**src/rtl/decrypter_stream.sv**
```systemverilog
// Streaming decrypter: 7-bit ciphertext in, plaintext out through a DEPTH-entry FIFO; a null ends a message.
// Latency 1 cycle accept-to-head; in_ready is low when the FIFO is full, without a key, or while a message drains.
module decrypter_stream #(
    parameter int DEPTH = 4,
    parameter int CNT_W = 8
) (
    input  logic             clk,
    input  logic             rst_n,
    input  logic [6:0]       key_in,
    input  logic             key_load,
    input  logic             in_valid,
    input  logic [6:0]       in_data,
    output logic             in_ready,
    output logic             out_valid,
    output logic [6:0]       out_data,
    input  logic             out_ready,
    output logic             msg_done,
    output logic [CNT_W-1:0] msg_len,
    output logic             key_valid
);
    localparam int AW = $clog2(DEPTH);

    typedef enum logic [1:0] {
        NO_KEY = 2'd0,
        ACTIVE = 2'd1,
        FLUSH  = 2'd2
    } state_t;

    state_t           state_q, state_d;
    logic [6:0]       key_q, key_d;
    logic             key_valid_q, key_valid_d;
    logic [CNT_W-1:0] cnt_q, cnt_d;
    logic [CNT_W-1:0] msg_len_q, msg_len_d;
    logic             msg_done_q, msg_done_d;
    logic [6:0]       mem_q [DEPTH];
    logic [6:0]       mem_d [DEPTH];
    logic [AW:0]      wr_ptr_q, wr_ptr_d;
    logic [AW:0]      rd_ptr_q, rd_ptr_d;

    logic             fifo_empty;
    logic             fifo_full;
    logic             push;
    logic             pop;
    logic [6:0]       t;
    logic [6:0]       plain;

    assign fifo_empty = (wr_ptr_q == rd_ptr_q);
    assign fifo_full  = (wr_ptr_q[AW] != rd_ptr_q[AW]) &&
                        (wr_ptr_q[AW-1:0] == rd_ptr_q[AW-1:0]);

    assign in_ready  = (state_q == ACTIVE) && !fifo_full;
    assign out_valid = !fifo_empty;
    assign out_data  = fifo_empty ? 7'h00 : mem_q[rd_ptr_q[AW-1:0]];
    assign msg_done  = msg_done_q;
    assign msg_len   = msg_len_q;
    assign key_valid = key_valid_q;

    assign push = in_valid && in_ready;
    assign pop  = out_valid && out_ready;

    // Even bits are inverted in place, odd bits rotate 1->3->5->1; a null always passes through.
    always_comb begin
        t     = in_data ^ key_q;
        plain = {~t[6], t[3], ~t[4], t[1], ~t[2], t[5], ~t[0]};
        if (in_data == 7'h00) begin
            plain = 7'h00;
        end
    end

    always_comb begin
        state_d     = state_q;
        key_d       = key_q;
        key_valid_d = key_valid_q;
        cnt_d       = cnt_q;
        msg_len_d   = msg_len_q;
        msg_done_d  = 1'b0;
        mem_d       = mem_q;
        wr_ptr_d    = wr_ptr_q;
        rd_ptr_d    = rd_ptr_q;

        if (push) begin
            mem_d[wr_ptr_q[AW-1:0]] = plain;
            wr_ptr_d                = wr_ptr_q + (AW+1)'(1);
        end
        if (pop) begin
            rd_ptr_d = rd_ptr_q + (AW+1)'(1);
        end

        case (state_q)
            NO_KEY: begin
                if (key_load) begin
                    key_d       = key_in;
                    key_valid_d = 1'b1;
                    state_d     = ACTIVE;
                end
            end
            ACTIVE: begin
                // The decode above already used key_q, so a same-cycle load only affects later characters.
                if (key_load) begin
                    key_d = key_in;
                end
                if (push) begin
                    if (in_data == 7'h00) begin
                        state_d = FLUSH;
                    end else if (cnt_q != '1) begin
                        cnt_d = cnt_q + CNT_W'(1);
                    end
                end
            end
            FLUSH: begin
                if (wr_ptr_d == rd_ptr_d) begin
                    msg_done_d = 1'b1;
                    msg_len_d  = cnt_q;
                    cnt_d      = '0;
                    state_d    = ACTIVE;
                end
            end
            default: begin
                state_d = NO_KEY;
            end
        endcase
    end

    always_ff @(posedge clk or negedge rst_n) begin
        if (!rst_n) begin
            state_q     <= NO_KEY;
            key_q       <= '0;
            key_valid_q <= 1'b0;
            cnt_q       <= '0;
            msg_len_q   <= '0;
            msg_done_q  <= 1'b0;
            wr_ptr_q    <= '0;
            rd_ptr_q    <= '0;
            for (int i = 0; i < DEPTH; i++) begin
                mem_q[i] <= '0;
            end
        end else begin
            state_q     <= state_d;
            key_q       <= key_d;
            key_valid_q <= key_valid_d;
            cnt_q       <= cnt_d;
            msg_len_q   <= msg_len_d;
            msg_done_q  <= msg_done_d;
            wr_ptr_q    <= wr_ptr_d;
            rd_ptr_q    <= rd_ptr_d;
            mem_q       <= mem_d;
        end
    end
endmodule

```
**config.mk**
```make
export PLATFORM = sky130hd
export DESIGN_NAME = decrypter_stream
export DESIGN_NICKNAME = d
export VERILOG_FILES = /design/src/rtl/decrypter_stream.sv
export SDC_FILE = /design/constraint.sdc
export NUM_CORES = 1
export LEC_CHECK = 0
export ABC_CLOCK_PERIOD_IN_PS = 3800
export CAP_MARGIN = 10
export CORE_AREA = 2 2 78 80
export DETAILED_ROUTE_END_ITERATION = 12
export DIE_AREA = 0 0 80 82
export PLACE_DENSITY = 0.79
export SLEW_MARGIN = 10
export SYNTH_ARGS = -nofsm -noshare
export SYNTH_HDL_FRONTEND = slang
export SYNTH_SLANG_ARGS = --single-unit
```
**constraint.sdc**
```tcl
create_clock -name clk -period 3.8 [get_ports clk]
set_input_delay 0.57 -clock clk [delete_from_list [all_inputs] [get_ports clk]]
set_output_delay 0.57 -clock clk [all_outputs]
set_load 0.03 [all_outputs]
```
==> flow_summary.yaml <==
place:
  port_buffers: 37
  hpwlAfterDp_mm: 4.31
  placedCellCount: 366
  gp_congestion: 0.796
  place_ws_ns: 0.743
sta:
  rsz0062_at_grt: "no"
  worst_pin_slew_ns: 0.997
  min_period_ns: 3.41
  fin_tns_setup_ns: 0
  fin_worst_skew_ns: 0.00450
  finalHoldViolations: 0
  worst_slack_ns: 0.392
  maxSlewViolCount: 0
  setup_viol: 0
  max_slew_margin: 0.336
  max_freq_ghz: 0.293
  finalCritPeriodShare: 0.897
critical_path:
  ff2ff_path_depth: 6
  cp.required_ns: 3.23
  end_kind: "output pin"
  r2r_end: "cnt_q[3]$_DFFE_PN0P_"
  worstPathArrival_ns: 2.84
  crit_path_start_kind: "flop"
  r2r-start: "rd_ptr_q[1]$_DFF_PN0_"
  r2r_setup_slack_ns: 0.79
  cp_max_fo: 11
  path_class: "flop to output pin"
detailed_routing:
  drtIter0Drc: 127
  via_per_inst: 5.60
  drt_pass1_iterations: 4
  dr_total_vias: 2139
  drc: 0
  routed_wl_mm: 6.20
  wire_per_inst_um: 16.2
  postRouteAntennaNets: 0
clock_network:
  cts_tree: "built"
  clock-sinks: 61
  post_cts.resized_instances: 0
  clk_path_buf_depth: 2
  htreeDepth: 3
  root_buffer: "clkbuf_8"
  insertion_delay_ns: 0.34
  postCtsHoldBufs: 0
  cts_inserted_buffers: 9
  clk_pin_slew_ns: 0.07
  post-cts-setup-buffer-count: 0
power:
  fin_total_pwr_mw: 3.49
  power.density_nw_per_um2: 913
  vdd_drop_max_v: 0.000431
  power_leakage_nw: 1.69
global_routing:
  grt_pass1_wl_mm: 10.4
  grt_pass1_vias: 2089
  grt_usage: 0.214
  overflow: 0
  grt_max_degree: 40
  antenna_found_initial: 0
synthesis:
  syn_area_per_cell_um2: 12.2
  synth_top_area_cell: "dfrtp_1"
  synth_nets: 283
  syn-cell-area_um2: 3140
  netlist.area_leader.share: 0.486
  ys_types: 41
  synthFlopType: "dfrtp_1"
  syn_inst: 258
  yosysWarnings: 0
  yosys-top-cells-area: "dfrtp_1 (49%), mux2_2 (14%), mux4_2 (5.0%)"
  ys_seq_elements: 61
  async_reset_ff_frac: 1.00
  synth_edf_count: 0
  seq_area_frac_synth: 0.486
floorplan:
  die_y_um: 82
  die-area_um2: 6560
  initial_utilization: 0.546
  die_x_um: 80
  core_region_area_um2: 5750
  pin_count: 38
  fp-row-count: 28
final_layout:
  fillCellCount: 445
  fin_nets: 327
  antenna_cells: 0
  multi_input_area_um2: 1530
  syn2layout_area_growth_pct: 21.7
  regArea_um2: 1530
  drive_gt1_frac: 0.231
  finalNonFillerCells: 382
hold_path:
  worst_hold_path_type: "input port to async pin"
run:
  cap_viol_max_count: 0
status:
  outcome: "completed"
-- Yosys cell counts, types with 2 or more instances --
cell and instances:
nor2b_1 9, o21a_1 2, mux2_1 6, dfrtp_1 61
nand2b_1 2, buf_1 2, xnor2_1 7, nor3_1 6
inv_1 11, nor2_1 15, and3_1 2, mux2_2 38
xor2_1 7, o21ai_0 6, mux4_2 7, buf_6 2
nor4_1 5, clkbuf_1 2, mux2i_1 4, a21oi_1 7
and2_1 2, ha_1 6, nand2_1 18, a31oi_1 2
nand3_1 7, o211ai_1 7
-- cell type report --
type                            instances  area share
Sequential cell                        61       0.400
Multi-Input combinational cell        179       0.399
Timing Repair Buffer                   40       0.102
Clock buffer                           13      0.0469
Tap cell                               75      0.0246
Clock inverter                          3      0.0170
Inverter                               11      0.0108
-- logic make-up (layout without fill, tap and decap cells) --
group,count (synthesis),in the layout,synth area share
simple gates,70,70,0.110
flops,61,61,0.486
mux,56,56,0.226
compound gates,30,30,0.0678
buf+inv,18,67,0.0275
xor+xnor,17,17,0.0582
fa+ha+maj,6,6,0.0239
-- per-stage QoR --
stage / hold slack, ns / util / instance area, um^2
2_1_floorplan: 0.274 / - / 3140
4_1_cts: 0.372 / 0.665 / 3820
6_report: 0.341 / 0.665 / 3820
5_1_grt: 0.424 / 0.665 / 3820
3_3_place_gp: 0.458 / 0.622 / 3570
3_5_place_dp: 0.465 / 0.622 / 3570
-- cells in the final DEF (no fill, tap or decap), drive strengths merged, types with 2 or more instances in the layout --
| master | netlist | layout |
|---|---|---|
| nor4 | 5 | 5 |
| nor3 | 7 | 7 |
| nand2 | 18 | 18 |
| clkdlybuf4s50 | 0 | 36 |
| buf | 5 | 4 |
| nand2b | 2 | 2 |
| mux2 | 45 | 45 |
| clkbuf | 2 | 13 |
| ha | 6 | 6 |
| mux4 | 7 | 7 |
| inv | 11 | 11 |
| o21a | 2 | 2 |
| and2 | 2 | 2 |
| bufinv | 0 | 2 |
| o211ai | 7 | 7 |
| mux2i | 4 | 4 |
| xor2 | 9 | 9 |
| nand3 | 7 | 7 |
| nor2b | 9 | 9 |
| a31oi | 2 | 2 |
| and3 | 2 | 2 |
| a21oi | 7 | 7 |
| o21ai | 6 | 6 |
| dfrtp | 61 | 61 |
| nor2 | 15 | 15 |
| xnor2 | 8 | 8 |
-- critical path, cell delays in order (launching register included) --
cell	delay, ns
dfrtp_1	0.56
xnor2_1	0.49
nand2_1	0.16
nor2_1	0.54
nor2b_1	0.12
clkdlybuf4s50_1	0.62
-- sequential cells by signal (all words and copies together) (netlist names) --
name and cells:
wr_ptr_q 3, msg_done 1, key_valid 1, mem_q 28, state_q 2, cnt_q 8
rd_ptr_q 3, msg_len 8, key_q 7
-- worst max-delay path by stage --
stage | startpoint | endpoint | slack, ns
2_1_floorplan | rd_ptr_q[1]$_DFF_PN0_ | msg_len[3]$_DFFE_PN0P_ | 1.20
3_3_place_gp | in_valid | cnt_q[5]$_DFFE_PN0P_ | 0.77
3_5_place_dp | in_valid | cnt_q[6]$_DFFE_PN0P_ | 0.74
4_1_cts | rd_ptr_q[1]$_DFF_PN0_ | out_data[5] | 0.37
5_1_grt | rd_ptr_q[1]$_DFF_PN0_ | out_data[4] | 0.24
6_report | rd_ptr_q[1]$_DFF_PN0_ | out_data[5] | 0.39
-- layer usage --
layer / share of wire / GRT usage / vias to the layer above
li1: - / - / 1011
met1: 0.48 / 0.296 / 1069
met2: 0.46 / 0.328 / 46
met3: 0.037 / 0.0527 / 13
met4: 0.019 / 0.0814 / 0
met5: 0 / 0 / -
-- where the power goes --
part | internal, mW | total (mW) | switching (mW)
Combinational | 0.816 | 1.68 | 0.868
Sequential | 0.887 | 1.11 | 0.219
Clock | 0.440 | 0.696 | 0.256
Power figures use the tool's default switching activity.
